==> src/rtl/em_skid_stage.sv <==
// em_skid_stage: execute-to-memory pipeline register with a one-entry skid
// buffer. in_ready is decoded from registered state only, which breaks the
// combinational ready path from downstream. Write controls are forced to
// zero on bubbles so that an invalid slot can never write the regfile or memory.
module em_skid_stage #(
    parameter int unsigned DATA_W = 32,
    parameter int unsigned RD_W   = 5,
    parameter int unsigned CTRL_W = 3,
    parameter int unsigned CNT_W  = 16
) (
    input  logic              clock,
    input  logic              reset,
    input  logic              flush,
    input  logic              in_valid,
    output logic              in_ready,
    input  logic [CTRL_W-1:0] in_ctrl,
    input  logic [RD_W-1:0]   in_rd,
    input  logic [DATA_W-1:0] in_r,
    input  logic [DATA_W-1:0] in_qb,
    output logic              out_valid,
    input  logic              out_ready,
    output logic [CTRL_W-1:0] out_ctrl,
    output logic [RD_W-1:0]   out_rd,
    output logic [DATA_W-1:0] out_r,
    output logic [DATA_W-1:0] out_qb,
    output logic [CNT_W-1:0]  stall_cnt
);

    // Entry packing, MSB to LSB: {ctrl, rd, r, qb}
    localparam int unsigned ENT_W = CTRL_W + RD_W + 2 * DATA_W;

    typedef enum logic [1:0] {
        ST_EMPTY,
        ST_ONE,
        ST_FULL
    } state_t;

    state_t             state_q, state_d;
    logic [ENT_W-1:0]   main_q, main_d;
    logic [ENT_W-1:0]   skid_q, skid_d;
    logic [CNT_W-1:0]   stall_cnt_q, stall_cnt_d;
    logic [ENT_W-1:0]   in_ent;

    assign in_ent    = {in_ctrl, in_rd, in_r, in_qb};
    assign in_ready  = (state_q != ST_FULL);
    assign out_valid = (state_q != ST_EMPTY);

    assign out_qb    = main_q[DATA_W-1:0];
    assign out_r     = main_q[2*DATA_W-1:DATA_W];
    assign out_rd    = main_q[2*DATA_W+RD_W-1:2*DATA_W];
    // Controls gated by validity so a bubble reads as all-zero writes
    assign out_ctrl  = out_valid ? main_q[ENT_W-1:2*DATA_W+RD_W] : '0;
    assign stall_cnt = stall_cnt_q;

    // Next-state and entry-movement decode
    always_comb begin
        state_d = state_q;
        main_d  = main_q;
        skid_d  = skid_q;
        if (flush) begin
            // Any out transfer this cycle is considered completed; stage empties
            state_d = ST_EMPTY;
        end else begin
            unique case (state_q)
                ST_EMPTY: begin
                    if (in_valid) begin
                        state_d = ST_ONE;
                        main_d  = in_ent;
                    end
                end
                ST_ONE: begin
                    if (in_valid && out_ready) begin
                        main_d = in_ent;
                    end else if (in_valid) begin
                        state_d = ST_FULL;
                        skid_d  = in_ent;
                    end else if (out_ready) begin
                        state_d = ST_EMPTY;
                    end
                end
                ST_FULL: begin
                    if (out_ready) begin
                        state_d = ST_ONE;
                        main_d  = skid_q;
                    end
                end
                default: state_d = ST_EMPTY;
            endcase
        end
    end

    // Saturating count of back-pressured cycles; frozen on a flush cycle
    always_comb begin
        stall_cnt_d = stall_cnt_q;
        if (!flush && out_valid && !out_ready && (stall_cnt_q != '1)) begin
            stall_cnt_d = stall_cnt_q + 1'b1;
        end
    end

    // State, payload and counter registers; reset overrides everything
    always_ff @(posedge clock) begin
        if (reset) begin
            state_q     <= ST_EMPTY;
            main_q      <= '0;
            skid_q      <= '0;
            stall_cnt_q <= '0;
        end else begin
            state_q     <= state_d;
            main_q      <= main_d;
            skid_q      <= skid_d;
            stall_cnt_q <= stall_cnt_d;
        end
    end

endmodule

==> config.mk <==
export PLATFORM = sky130hd
export DESIGN_NAME = em_skid_stage
export DESIGN_NICKNAME = d
export VERILOG_FILES = /design/src/rtl/em_skid_stage.sv
export SDC_FILE = /design/constraint.sdc
export NUM_CORES = 1
export LEC_CHECK = 0
export BUFFER_PORTS_ARGS = -buffer_cell sky130_fd_sc_hd__buf_2
export CORE_MARGIN = 4
export CORE_UTILIZATION = 40
export DETAILED_ROUTE_END_ITERATION = 10
export GPL_ROUTABILITY_DRIVEN = 0
export PLACE_DENSITY_LB_ADDON = 0.15
export SLEW_MARGIN = 10
export SYNTH_ARGS = -nofsm -noshare
export SYNTH_HDL_FRONTEND = slang
export SYNTH_SLANG_ARGS = --single-unit
==> constraint.sdc <==
create_clock -name clock -period 2.3 [get_ports clock]
set_clock_uncertainty 0.1 [all_clocks]
set_input_delay 0.115 -clock clock [delete_from_list [all_inputs] [get_ports clock]]
set_output_delay 0.115 -clock clock [all_outputs]
set_load 0.1 [all_outputs]
**After elaboration in Yosys (flattened, before gate mapping)**

Index checks and enable logic that the tools add are counted.

- Add/sub/neg operators: 1
- Equality and inequality tests: 9
- Mux-type cells: 11
- Bitwise logic cells: 2
- Reductions and logical operators: 13

Operators with widths:

| cell | number |
|---|---|
| 2-to-1 mux 72 bit | 3 |
| case mux 72 bit (3 select lines) | 1 |
| adder 16 x 1 -> 16 bit (second input constant) | 1 |
| != test 16 bit (second input constant) | 1 |
| 2-to-1 mux 2 bit | 5 |
| != test 2 bit (second input constant) | 5 |
| AND reduction 4 bit | 2 |
| case mux 2 bit (3 select lines) | 1 |
| AND reduction 5 bit | 1 |
| logical AND 1 bit | 4 |
| 2-to-1 mux 3 bit | 1 |
| != test 3 bit (second input constant) | 1 |
| nonzero test 3 bit | 1 |
| == test 2 x 1 -> 1 bit (second input constant) | 1 |
| == test 2 bit (second input constant) | 1 |
| logical NOT 1 bit | 2 |
| logical NOT 2 bit | 1 |
| NOT 1 bit | 2 |
| nonzero test 2 bit | 1 |
| OR reduction 2 bit | 1 |

- Register bits after elaboration: 162
- Bits of input ports: 77
- Output and inout port bits: 90

**Longest topological paths before layout**

Gate-level depths: netlist of the first run.

- Depth in word-level cells: 4
- Depth in mapped cells: 7
- Depth with buffers taken out: 5

**Worst setup path before layout of the first run**

No wires, ideal clock.

- Path type: register -> register
- Start: reg stall_cnt_q[0] (netlist: stall_cnt[0])
- End: reg stall_cnt_q[14] (netlist: stall_cnt[14])
- Arrival: 2639 ps
- Required time: 2130 ps
- Slack: -510 ps
- Cell stages (with the launch flop): 6
- Path buffers: 0
- Cell sequence: dfxtp_1 ha_1 nand4_2 or4b_4 or4_1 a21oi_1

- Longest elaborated chain between the ends: 2

Ends and longest elaborated chain:

| element | line | text |
|---|---|---|
| start, declared | 41 | `logic [CNT_W-1:0] stall_cnt_q, stall_cnt_d;` |
| start signal, assigned | 111 | `stall_cnt_q <= stall_cnt_d;` |
| parallel branches: the longest is 2 deep, another holds adder 16 x 1 -> 16 bit | - |  |

Parallel ways; which one is timed is not known.
A chain may end at the register's enable or synchronous reset.

**Worst setup path after layout of the first run**

Same ends and word-level chain as after synthesis.

==> summary.md, run 1 <==
| Metric | Value |
|---|---|
| Total I/O pin count | `167` |
| Root buf cell | `clkbuf_16` |
| First-pass DRT Iterations | `4` |
| Worst R2R End | `stall_cnt[14]$_SDFFE_PP0P_` |
| Hpwl dp | `11.00 mm` |
| Hold depth | `3` |
| Inst Count DP | `1106` |
| Worst setup EP type | `flip-flop` |
| Area Overhead vs Synth | `26.81%` |
| Final setup violation count | `0` |
| Clk_lat worst skew | `0.42 ns` |
| Gr ovfl total | `0` |
| Post-synth EDFFs | `0` |
| R2R depth | `5` |
| Fin Setup TNS | `0 ns` |
| Yosys Warn Count | `0` |
| Largest net degree at the start of global routing | `81` |
| Metal1 wirelength | `8.663 mm` |
| Avg Inst Size Synth | `8.745 µm²` |
| Max Cap Viol | `0` |
| Commonest cells post-synth | `dfxtp_1, a21oi_1, nand2_1` |
| RSZ-0062 raised after global routing | `no` |
| Worst VDD drop | `0.0005003 V` |
| Cell Count, Final, Fillers Out | `1212` |
| CP required | `2.55 ns` |
| Drt wl/cell | `15.08 µm` |
| Yosys top cell area share | `44.25%` |
| CTS tree | `yes` |
| Overall routing resource usage | `17.70%` |
| Synthesized flop and latch total | `162` |
| DR WL met2 | `8.482 mm` |
| First-pass GRT wire length | `29.74 mm` |
| Register area share after synthesis | `44.25%` |
| Mapped Cells | `838` |
| Post_cts resized | `0` |
| Starting DRT DRC Count | `242` |
| Area leader, netlist | `dfxtp_1` |
| Cell Area, Placed | `7970 µm²` |
| Hold Path Class | `primary input to flip-flop` |
| DIE HEIGHT | `143.4 µm` |
| Initial antenna violation count | `0` |
| Hold_buf cts | `73` |
| Final Hold Viols | `0` |
| Remaining antenna violation count | `0` |
| Fraction of layout cells with a size suffix above 1 | `24.87%` |
| Ranking of synthesized cells by area | `dfxtp_1, a21oi_1, mux2i_1` |
| Std-Cell Rows | `49` |
| Critical path peak fanout | `6` |
| Die X-Extent | `143.4 µm` |
| Vias/cell | `5.078` |
| CP Launch Type | `flip-flop` |
| Slew Viols, Final | `0` |
| Max Fclk | `488.7 MHz` |
| Count leader, synth | `dfxtp_1` |
| Clock sink count | `162` |
| Max Buffers Root-to-Sink | `2` |
| WP data arrival | `2.30 ns` |
| Worst setup startpoint | `stall_cnt[0]$_SDFFE_PP0P_` |
| Final min period | `2.046 ns` |
| Fraction of registers with async set/reset | `0%` |
| Syn Std Cell Area | `7328 µm²` |
| H-tree levels | `4` |
| Register clock-pin slew on the reported worst setup and hold paths | `0.07 ns` |
| Pwr dens | `769.5 nW/µm²` |
| Outcome | `complete, no violations` |
| Post-CTS setup buffer count | `0` |
| Num CTS Buffers | `17` |
| Area of the core | `17960 µm²` |
| Fin area | `9293 µm²` |
| Actual slew at the worst max-slew pin | `0.5215 ns` |
| CP Class | `flip-flop to flip-flop` |
| Die area | `20550 µm²` |
| R2R Setup Slk | `0.25 ns` |
| Vias in the first global route | `5769` |
| Post-synth top flop | `dfxtp_1` |
| Vias | `6155` |
| Unique masters post-synth | `42` |
| Syn Nets | `916` |
| CP endpoint | `stall_cnt[14]$_SDFFE_PP0P_` |
| Initial core utilization | `40.80%` |
| # DRC | `0` |
| WL met3 | `828 µm` |
| Highest routed layer | `met4` |
| Worst Hold Launch | `out_ready` |
| Static leakage | `4.074 nW` |
| Utilization after layout | `51.73%` |
| Crit share post-route | `88.97%` |
| Port-buffer cells | `166` |
| Slew headroom | `65.23%` |
| Nets | `1047` |
| WL final | `18.27 mm` |
| RR Startpoint | `stall_cnt[0]$_SDFFE_PP0P_` |
==> worst min-delay path by stage <==
stage,slack [ns],endpoint
3_3_place_gp,0.27,skid_q[16]$_SDFFE_PP0P_
5_1_grt,0.03,state_q[1]$_SDFFE_PP0P_
6_report,0.02,state_q[1]$_SDFFE_PP0P_
2_1_floorplan,0.09,state_q[0]$_SDFFE_PP0P_
3_5_place_dp,0.27,skid_q[30]$_SDFFE_PP0P_
4_1_cts,0.01,state_q[1]$_SDFFE_PP0P_
==> layout by cell type, fill, tap and decap left out, types with 12 or more instances in the layout <==
cell / instances
buf_2: 164
a21oi_1: 154
nand2_1: 149
dfxtp_1: 146
mux2i_1: 74
dlygate4sd3_1: 73
a311oi_1: 72
clkbuf_16: 17
dfxtp_2: 16
buf_12: 12
==> logic make-up (layout without fill, tap and decap cells) <==
kind of cell               after synthesis  in the layout  share of synthesized area, %
AOI/OAI and AO/OA                      241            241                         20.52
and+or+nand+nor                        207            207                         12.87
DFF                                    162            162                         44.25
buffers and inverters                  148            291                         11.30
muxes                                   79             79                         10.88
adders and majority gates                1              1                        0.1707
other                                    0              2                             0
==> area by class of cell <==
type | instances | area (µm²)
inverter | 4 | 17.52
multi-input combinational | 528 | 3289
antenna | 2 | 5.005
clock buffer | 18 | 429.2
sequential | 162 | 3263
fill | 1739 | 8671
timing repair buffer | 256 | 1844
tap | 229 | 286.5
clock inverter | 13 | 157.7
==> sequential cells by signal, indices dropped and copies added, names as in the netlist <==
name / cells
state_q: 2
skid_q: 72
main_q: 72
stall_cnt: 16
==> worst max-delay path, cell delays in order (launching register included) <==
cell and delay [ns]:
dfxtp_2 0.37, ha_1 0.21, nand4_2 0.14, or4b_4 0.52
or4_1 0.48, a21oi_1 0.16
==> metal layers <==
metal | vias up | GRT usage [%]
met3 | 19 | 4.326
met4 | 0 | 5.253
met5 | - | 0
met1 | 2783 | 23.79
li1 | 3218 | -
met2 | 135 | 28.39
==> power breakdown <==
| group | leakage (nW) | internal (mW) | total [mW] | switching, mW |
|---|---|---|---|---|
| registers | 1.33 | 2.91 | 2.96 | 0.0556 |
| logic | 2.46 | 0.338 | 1.32 | 0.985 |
| clock network | 0.290 | 1.70 | 2.86 | 1.16 |
==> stage by stage <==
stage                     power, mW  worst slack [ns]  hold slack, ns
final                         7.151            0.2538         0.02482
after global routing          7.440            0.1531         0.02643
after CTS                     7.253            0.2218         0.01241
after detailed placement      4.259            0.2554          0.2734
after global placement        4.255            0.3143          0.2688
after floorplan               4.095           -0.1301         0.09190
(Power assumes the default switching activity.)
==> inputs of run 2 (changes only) <==
--- a/config.mk
+++ b/config.mk
@@ -11,6 +11,7 @@
 export DETAILED_ROUTE_END_ITERATION = 10
 export GPL_ROUTABILITY_DRIVEN = 0
 export PLACE_DENSITY_LB_ADDON = 0.15
+export REMOVE_ABC_BUFFERS = 1
 export SLEW_MARGIN = 10
 export SYNTH_ARGS = -nofsm -noshare
 export SYNTH_HDL_FRONTEND = slang
==> run 2 against run 1 <==
  * Sequential share of layout area decreased by 0.18 points
  * Critical path depth decreased by 2
  * Maximum frequency decreased by 7.3%
  * Combinational power about the same
  * Via count increased by 2.3%
  * Non-clock buffer count increased by 6
  * Largest cell class unchanged
  * Largest power group unchanged
==> summary.md, run 2 (same netlist as run 1, synthesis figures left out) <==
| Metric | Value |
|---|---|
| Outcome | `complete, no violations` |
| Slew headroom | `56.84% (-8.4 points)` |
| WP data arrival | `1.99 ns (-0.31 ns)` |
| # DRC | `0 (unchanged)` |
| DIE HEIGHT | `143.4 µm (unchanged)` |
| Worst VDD drop | `0.0005332 V (+6.6%)` |
| Std-Cell Rows | `49 (unchanged)` |
| First-pass GRT wire length | `30.36 mm (+2.1%)` |
| Hold depth | `4 (+1)` |
| WL final | `18.49 mm (+1.2%)` |
| Max incr delay on CP | `0.48 ns (-0.04 ns)` |
| CP required | `2.09 ns (-0.46 ns)` |
| Static leakage | `4.069 nW (-0.12%)` |
| Cell Area, Placed | `7953 µm² (-0.22%)` |
| Vias in the first global route | `5905 (+2.4%)` |
| Worst Hold Launch | `in_valid` |
| Worst setup EP type | `primary output` |
| Drt wl/cell | `15.20 µm (+0.78%)` |
| Final setup violation count | `0 (unchanged)` |
| Crit share post-route | `95.98% (+7.0 points)` |
| CTS tree | `yes` |
| Final min period | `2.208 ns (+0.1614 ns)` |
| H-tree levels | `4 (unchanged)` |
| Clock sink count | `162 (unchanged)` |
| Area Overhead vs Synth | `26.67%` |
| Critical path peak fanout | `14 (+8)` |
| Final Hold Viols | `0 (unchanged)` |
| Nets | `1053 (+0.57%)` |
| Slowest cell on crit path | `dfxtp_1` |
| Max Buffers Root-to-Sink | `2 (unchanged)` |
| Diode count | `0 (-2)` |
| First-pass DRT Iterations | `4 (unchanged)` |
| Post-CTS setup buffer count | `0 (unchanged)` |
| R2R depth | `5 (unchanged)` |
| Hold Path Class | `primary input to flip-flop` |
| Met2 global-route usage | `27.62% (-0.77 points)` |
| Multi-input gate area | `3282 µm² (-0.23%)` |
| Reg area | `3243 µm² (-0.61%)` |
| CP Class | `flip-flop to primary output` |
| Num CTS Buffers | `17 (unchanged)` |
| Hpwl dp | `11.27 mm (+2.5%)` |
| Max Fclk | `453.0 MHz (-7.3%)` |
| Final Hold Slack | `0.08480 ns (+0.05998 ns)` |
| Worst R2R End | `stall_cnt[14]$_SDFFE_PP0P_` |
| Total I/O pin count | `167 (unchanged)` |
| Post_cts resized | `0 (unchanged)` |
| Pwr dens | `766.0 nW/µm² (-0.46%)` |
| Hold_buf cts | `74 (+1.4%)` |
| Port-buffer cells | `166 (unchanged)` |
| Vias | `6294 (+2.3%)` |
| Global routing usage on met1 | `24.92% (+1.1 points)` |
| Global Route met3 Usage | `5.225% (+0.90 points)` |
| Worst-path cell chain | `nand2b_4 > buf_4 > buf_2` |
| R2R Setup Slk | `0.18 ns (-0.07 ns)` |
| Setup WS pre-CTS | `0.2131 ns (-0.04222 ns)` |
| Root buf cell | `clkbuf_16` |
| Initial antenna violation count | `0 (unchanged)` |
| CP Launch Type | `flip-flop` |
| Most frequent cells in the layout | `buf_2, dfxtp_1, a21oi_1, nand2_1` |
| Fin Setup TNS | `0 ns (unchanged)` |
| Register clock-pin slew on the reported worst setup and hold paths | `0.06 ns (about the same)` |
| Setup ws final | `0.09235 ns (-0.1614 ns)` |
| Filler cells | `1691 (-2.8%)` |
| Actual slew at the worst max-slew pin | `0.6475 ns (+0.1259 ns)` |
| Total power | `7.110 mW (-0.56%)` |
| Sum of buffers and inverters on the critical path | `2 (+2)` |
| Gr ovfl total | `0 (unchanged)` |
| Max Cap Viol | `0 (unchanged)` |
| Die area | `20550 µm² (unchanged)` |
| Worst Hold End | `state_q[1]$_SDFFE_PP0P_` |
| Initial core utilization | `40.80% (unchanged)` |
| Die X-Extent | `143.4 µm (unchanged)` |
| Slew Viols, Final | `0 (unchanged)` |
| RSZ-0062 raised after global routing | `no` |
| GRT busiest layer | `met2` |
| Area of the core | `17960 µm² (unchanged)` |
| Vias/cell | `5.172 (+1.8%)` |
| Fraction of layout cells with a size suffix above 1 | `23.79% (-1.1 points)` |
| Fin area | `9283 µm² (-0.11%)` |
| Starting DRT DRC Count | `296 (+22%)` |
| Clk_lat worst skew | `0.42 ns (about the same)` |
| Remaining antenna violation count | `0 (unchanged)` |
| RR Startpoint | `stall_cnt[0]$_SDFFE_PP0P_` |
| Largest net degree at the start of global routing | `89 (+9.9%)` |
| Overall routing resource usage | `18.11% (+0.41 points)` |
| Worst setup startpoint | `state_q[0]$_SDFFE_PP0P_` |
| Largest delay share family, worst path | `buffers and inverters` |
| Most common cell after layout, fill and taps aside | `buf_2` |
[run 2: how the worst max path moves through the flow]
stage | slack, ns | endpoint | cells past startpoint
global placement | 0.27 | stall_cnt[14]$_SDFFE_PP0P_ | 5
CTS | 0.06 | in_ready | 3
global route | 0.02 | in_ready | 3
finish | 0.09 | in_ready | 3
detailed placement | 0.21 | stall_cnt[14]$_SDFFE_PP0P_ | 5
floorplan | -3.66 | main_q[0]$_SDFFE_PP0P_ | 4
[run 2: final cells by class]
class,instances,share of cell area [%]
multi-input combinational,528,35.36
sequential,162,34.94
timing repair buffer,262,20.08
clock buffer,20,5.028
tap,229,3.087
clock inverter,12,1.321
inverter,4,0.1887
[run 2: power breakdown]
part,switching (mW),internal [mW]
combinational,0.987,0.343
clock,1.22,1.60
sequential,0.0534,2.91
total,2.26,4.85
[run 2: worst reg2reg max path: cells and delay by family, from the launching register on]
family | cells | cell delay [ns]
simple gates | 3 | 1.13
flops | 1 | 0.42
fa+ha+maj | 1 | 0.24
compound gates | 1 | 0.16
[run 2: per-stage QoR]
step / instances / util, %
2_1_floorplan: 694 / -
6_report: 1217 / 51.68
5_1_grt: 1217 / 51.68
4_1_cts: 1217 / 51.68
3_5_place_dp: 1111 / 44.27
3_3_place_gp: 1111 / 44.27
[run 2: per-layer routing]
layer	vias up	wire length (µm)
li1	3219	-
met2	148	8327
met1	2910	8687
met3	17	1233
met4	0	244
met5	-	0
==> inputs of run 3 (changes only) <==
--- a/config.mk
+++ b/config.mk
@@ -5,6 +5,7 @@
 export SDC_FILE = /design/constraint.sdc
 export NUM_CORES = 1
 export LEC_CHECK = 0
+export ABC_AREA = 1
 export BUFFER_PORTS_ARGS = -buffer_cell sky130_fd_sc_hd__buf_2
 export CORE_MARGIN = 4
 export CORE_UTILIZATION = 40
==> run 3 against run 2 <==
  * Largest power group is now clock
  * Critical endpoint is now out_ctrl[1]
  * Hold slack better by 0.0095 ns
  * Highest routed layer unchanged
  * Critical path depth is 1 higher
  * Final area grew 1.3%
==> summary.md, run 3 <==
| Metric | Value |
|---|---|
| Outcome | `complete, no violations` |
| Setup WS pre-CTS | `0.4164 ns (+0.2033 ns)` |
| Count leader, synth | `o21ai_0` |
| Most frequent CP cell | `nor2_1` |
| Crit share post-route | `89.08% (-6.9 points)` |
| Hpwl dp | `11.65 mm (+3.3%)` |
| Setup ws final | `0.2512 ns (+0.1588 ns)` |
| # DRC | `0 (unchanged)` |
| Critical path peak fanout | `18 (+4)` |
| Hold Path Class | `primary input to flip-flop` |
| Area Overhead vs Synth | `24.49%` |
| First-pass GRT wire length | `30.80 mm (+1.5%)` |
| Net Switching | `2.217 mW (-1.7%)` |
| WL final | `18.22 mm (-1.5%)` |
| Internal Power | `5.068 mW (+4.4%)` |
| CP Launch Type | `flip-flop` |
| Nets | `1292 (+23%)` |
| Post-synth EDFFs | `0 (unchanged)` |
| Cell Count, Final, Fillers Out | `1457 (+20%)` |
| RSZ-0062 raised after global routing | `no` |
| Initial core utilization | `41.32% (+0.53 points)` |
| Largest delay share family, worst path | `buffers and inverters` |
| Slowest cell on crit path | `dfxtp_2` |
| Drt wl/cell | `12.50 µm (-18%)` |
| CP required | `2.09 ns (about the same)` |
| CP Class | `flip-flop to primary output` |
| Actual slew at the worst max-slew pin | `0.5335 ns (-0.1140 ns)` |
| Die X-Extent | `145.4 µm (+1.4%)` |
| Root buf cell | `clkbuf_16` |
| Clock sink count | `162 (unchanged)` |
| Slew Viols, Final | `0 (unchanged)` |
| Remaining antenna violation count | `0 (unchanged)` |
| Initial antenna violation count | `1 (+1)` |
| Cell Area, Placed | `8006 µm² (+0.68%)` |
| Starting DRT DRC Count | `362 (+22%)` |
| Total power | `7.285 mW (+2.5%)` |
| Worst setup EP type | `primary output` |
| Final Hold Slack | `0.09427 ns (+0.009469 ns)` |
| Vias | `6812 (+8.2%)` |
| Pwr dens | `775.1 nW/µm² (+1.2%)` |
| Static leakage | `4.144 nW (+1.8%)` |
| Max Cap Viol | `0 (unchanged)` |
| Num CTS Buffers | `17 (unchanged)` |
| Max Buffers Root-to-Sink | `2 (unchanged)` |
| Sw frac | `30.43% (-1.3 points)` |
| Utilization after layout | `51.44% (-0.23 points)` |
| Port-buffer cells | `166 (unchanged)` |
| Clk_lat worst skew | `0.41 ns (about the same)` |
| Total I/O pin count | `167 (unchanged)` |
| Fraction of registers with async set/reset | `0% (unchanged)` |
| Vias/cell | `4.675 (-9.6%)` |
| Area leader, netlist | `dfxtp_1` |
| Most common cell after layout, fill and taps aside | `o21ai_0` |
| Reg area | `3244 µm² (about the same)` |
| Mapped Cells | `1075 (+28%)` |
| Final setup violation count | `0 (unchanged)` |
| Clock group share of total power | `41.4% (+1.8 points)` |
| H-tree levels | `4 (unchanged)` |
| Die area | `21140 µm² (+2.9%)` |
| Largest net degree at the start of global routing | `112 (+26%)` |
| Fraction of layout cells with a size suffix above 1 | `18.42% (-5.4 points)` |
| Final Hold Viols | `0 (unchanged)` |
| Post-CTS setup buffer count | `0 (unchanged)` |
| Max incr delay on CP | `0.43 ns (-0.05 ns)` |
| DIE HEIGHT | `145.4 µm (+1.4%)` |
| Register area share after synthesis | `42.96% (-1.3 points)` |
| Slew headroom | `64.68% (+7.8 points)` |
| Worst VDD drop | `0.0004978 V (-6.6%)` |
| Overall routing resource usage | `17.30% (-0.81 points)` |
| Synthesized flop and latch total | `162 (unchanged)` |
| Filler cells | `1875 (+11%)` |
| Ranking of synthesized cells by area | `dfxtp_1, o21ai_0, a21oi_1` |
| CTS tree | `yes` |
| Unique masters post-synth | `22 (-48%)` |
| Yosys Warn Count | `0 (unchanged)` |
| Sequential Power Share | `40.8% (-0.9 points)` |
| Fin Setup TNS | `0 ns (unchanged)` |
| Multi-input gate area | `2963 µm² (-9.7%)` |
| Gr ovfl total | `0 (unchanged)` |
| Yosys top cell area share | `42.96% (-1.3 points)` |
| Comb pwr share | `17.9% (-0.8 points)` |
| Register clock-pin slew on the reported worst setup and hold paths | `0.07 ns (about the same)` |
| Sum of buffers and inverters on the critical path | `2 (unchanged)` |
| Fin area | `9399 µm² (+1.3%)` |
| First-pass DRT Iterations | `4 (unchanged)` |
| Vias in the first global route | `6159 (+4.3%)` |
| WP data arrival | `1.83 ns (-0.16 ns)` |
| Post-synth top flop | `dfxtp_1` |
| Most frequent cells in the layout | `o21ai_0, buf_2, dfxtp_1, nand2_1, inv_1` |
| Commonest cells post-synth | `o21ai_0, dfxtp_1, nand2_1` |
| Worst-path cell chain | `buf_4 > nor2_1 > nor2_1 > buf_2` |
| Syn Std Cell Area | `7550 µm² (+3.0%)` |
| Inst Count DP | `1348 (+21%)` |
| Avg Inst Size Synth | `7.023 µm² (-20%)` |
| Std-Cell Rows | `49 (unchanged)` |
| Final min period | `2.049 ns (-0.1588 ns)` |
| Max Fclk | `488.1 MHz (+7.8%)` |
| Area of the core | `18270 µm² (+1.7%)` |
==> run 3: power by group through the flow <==
stage	sequential (mW)	clock [mW]	combinational, mW
floorplan	3.66	0	0.299
global placement	3.03	0	1.20
detailed placement	3.03	0	1.21
CTS	2.97	3.13	1.31
global route	2.98	3.23	1.40
finish	2.97	3.01	1.30
==> run 3: cells by family after synthesis <==
group	Yosys count	synth area share, %
simple gates	338	18.35
flops	162	42.96
fa+ha+maj	1	0.1657
compound gates	307	20.43
buf+inv	267	18.10
==> run 3: area by class of cell <==
cell class | instances | share of cell area (%)
antenna | 1 | 0.02662
clock buffer | 17 | 4.526
clock inverter | 15 | 2.170
inverter | 129 | 5.178
multi-input combinational | 646 | 31.52
sequential | 162 | 34.52
tap | 229 | 3.048
timing repair buffer | 258 | 19.01
==> run 3: worst paths after layout <==
kind	startpoint	to	slack, ns	cells after the start
setup / recovery	state_q[1]$_SDFFE_PP0P_	out_ctrl[1]	0.25	4
hold / removal	reset	main_q[36]$_SDFFE_PP0P_	0.09	4
setup reg to reg	state_q[0]$_SDFFE_PP0P_	skid_q[26]$_SDFFE_PP0P_	0.44	8
hold reg to reg	main_q[15]$_SDFFE_PP0P_	main_q[15]$_SDFFE_PP0P_	0.34	2
==> run 3: what timing repair did <==
item,CTS,global route
resized for setup,0,0
endpoints found under the hold margin,131,0
hold buffers,76,0
setup endpoints to repair,0,0
==> run 3: worst reg2reg max path, cell delays in order, from the launching register on <==
cell	delay, ns
dfxtp_1	0.35
inv_2	0.07
buf_4	0.20
nor2_4	0.13
nand3_4	0.22
clkinv_1	0.16
buf_4	0.36
nor2_1	0.08
nor2_1	0.11
==> run 3: per-layer routing <==
layer	GRT usage [%]	up-vias	wire length, µm
met2	27.20	164	8256
li1	-	3640	-
met5	0	-	0
met1	23.23	2995	8578
met4	4.938	0	212
met3	5.076	13	1170
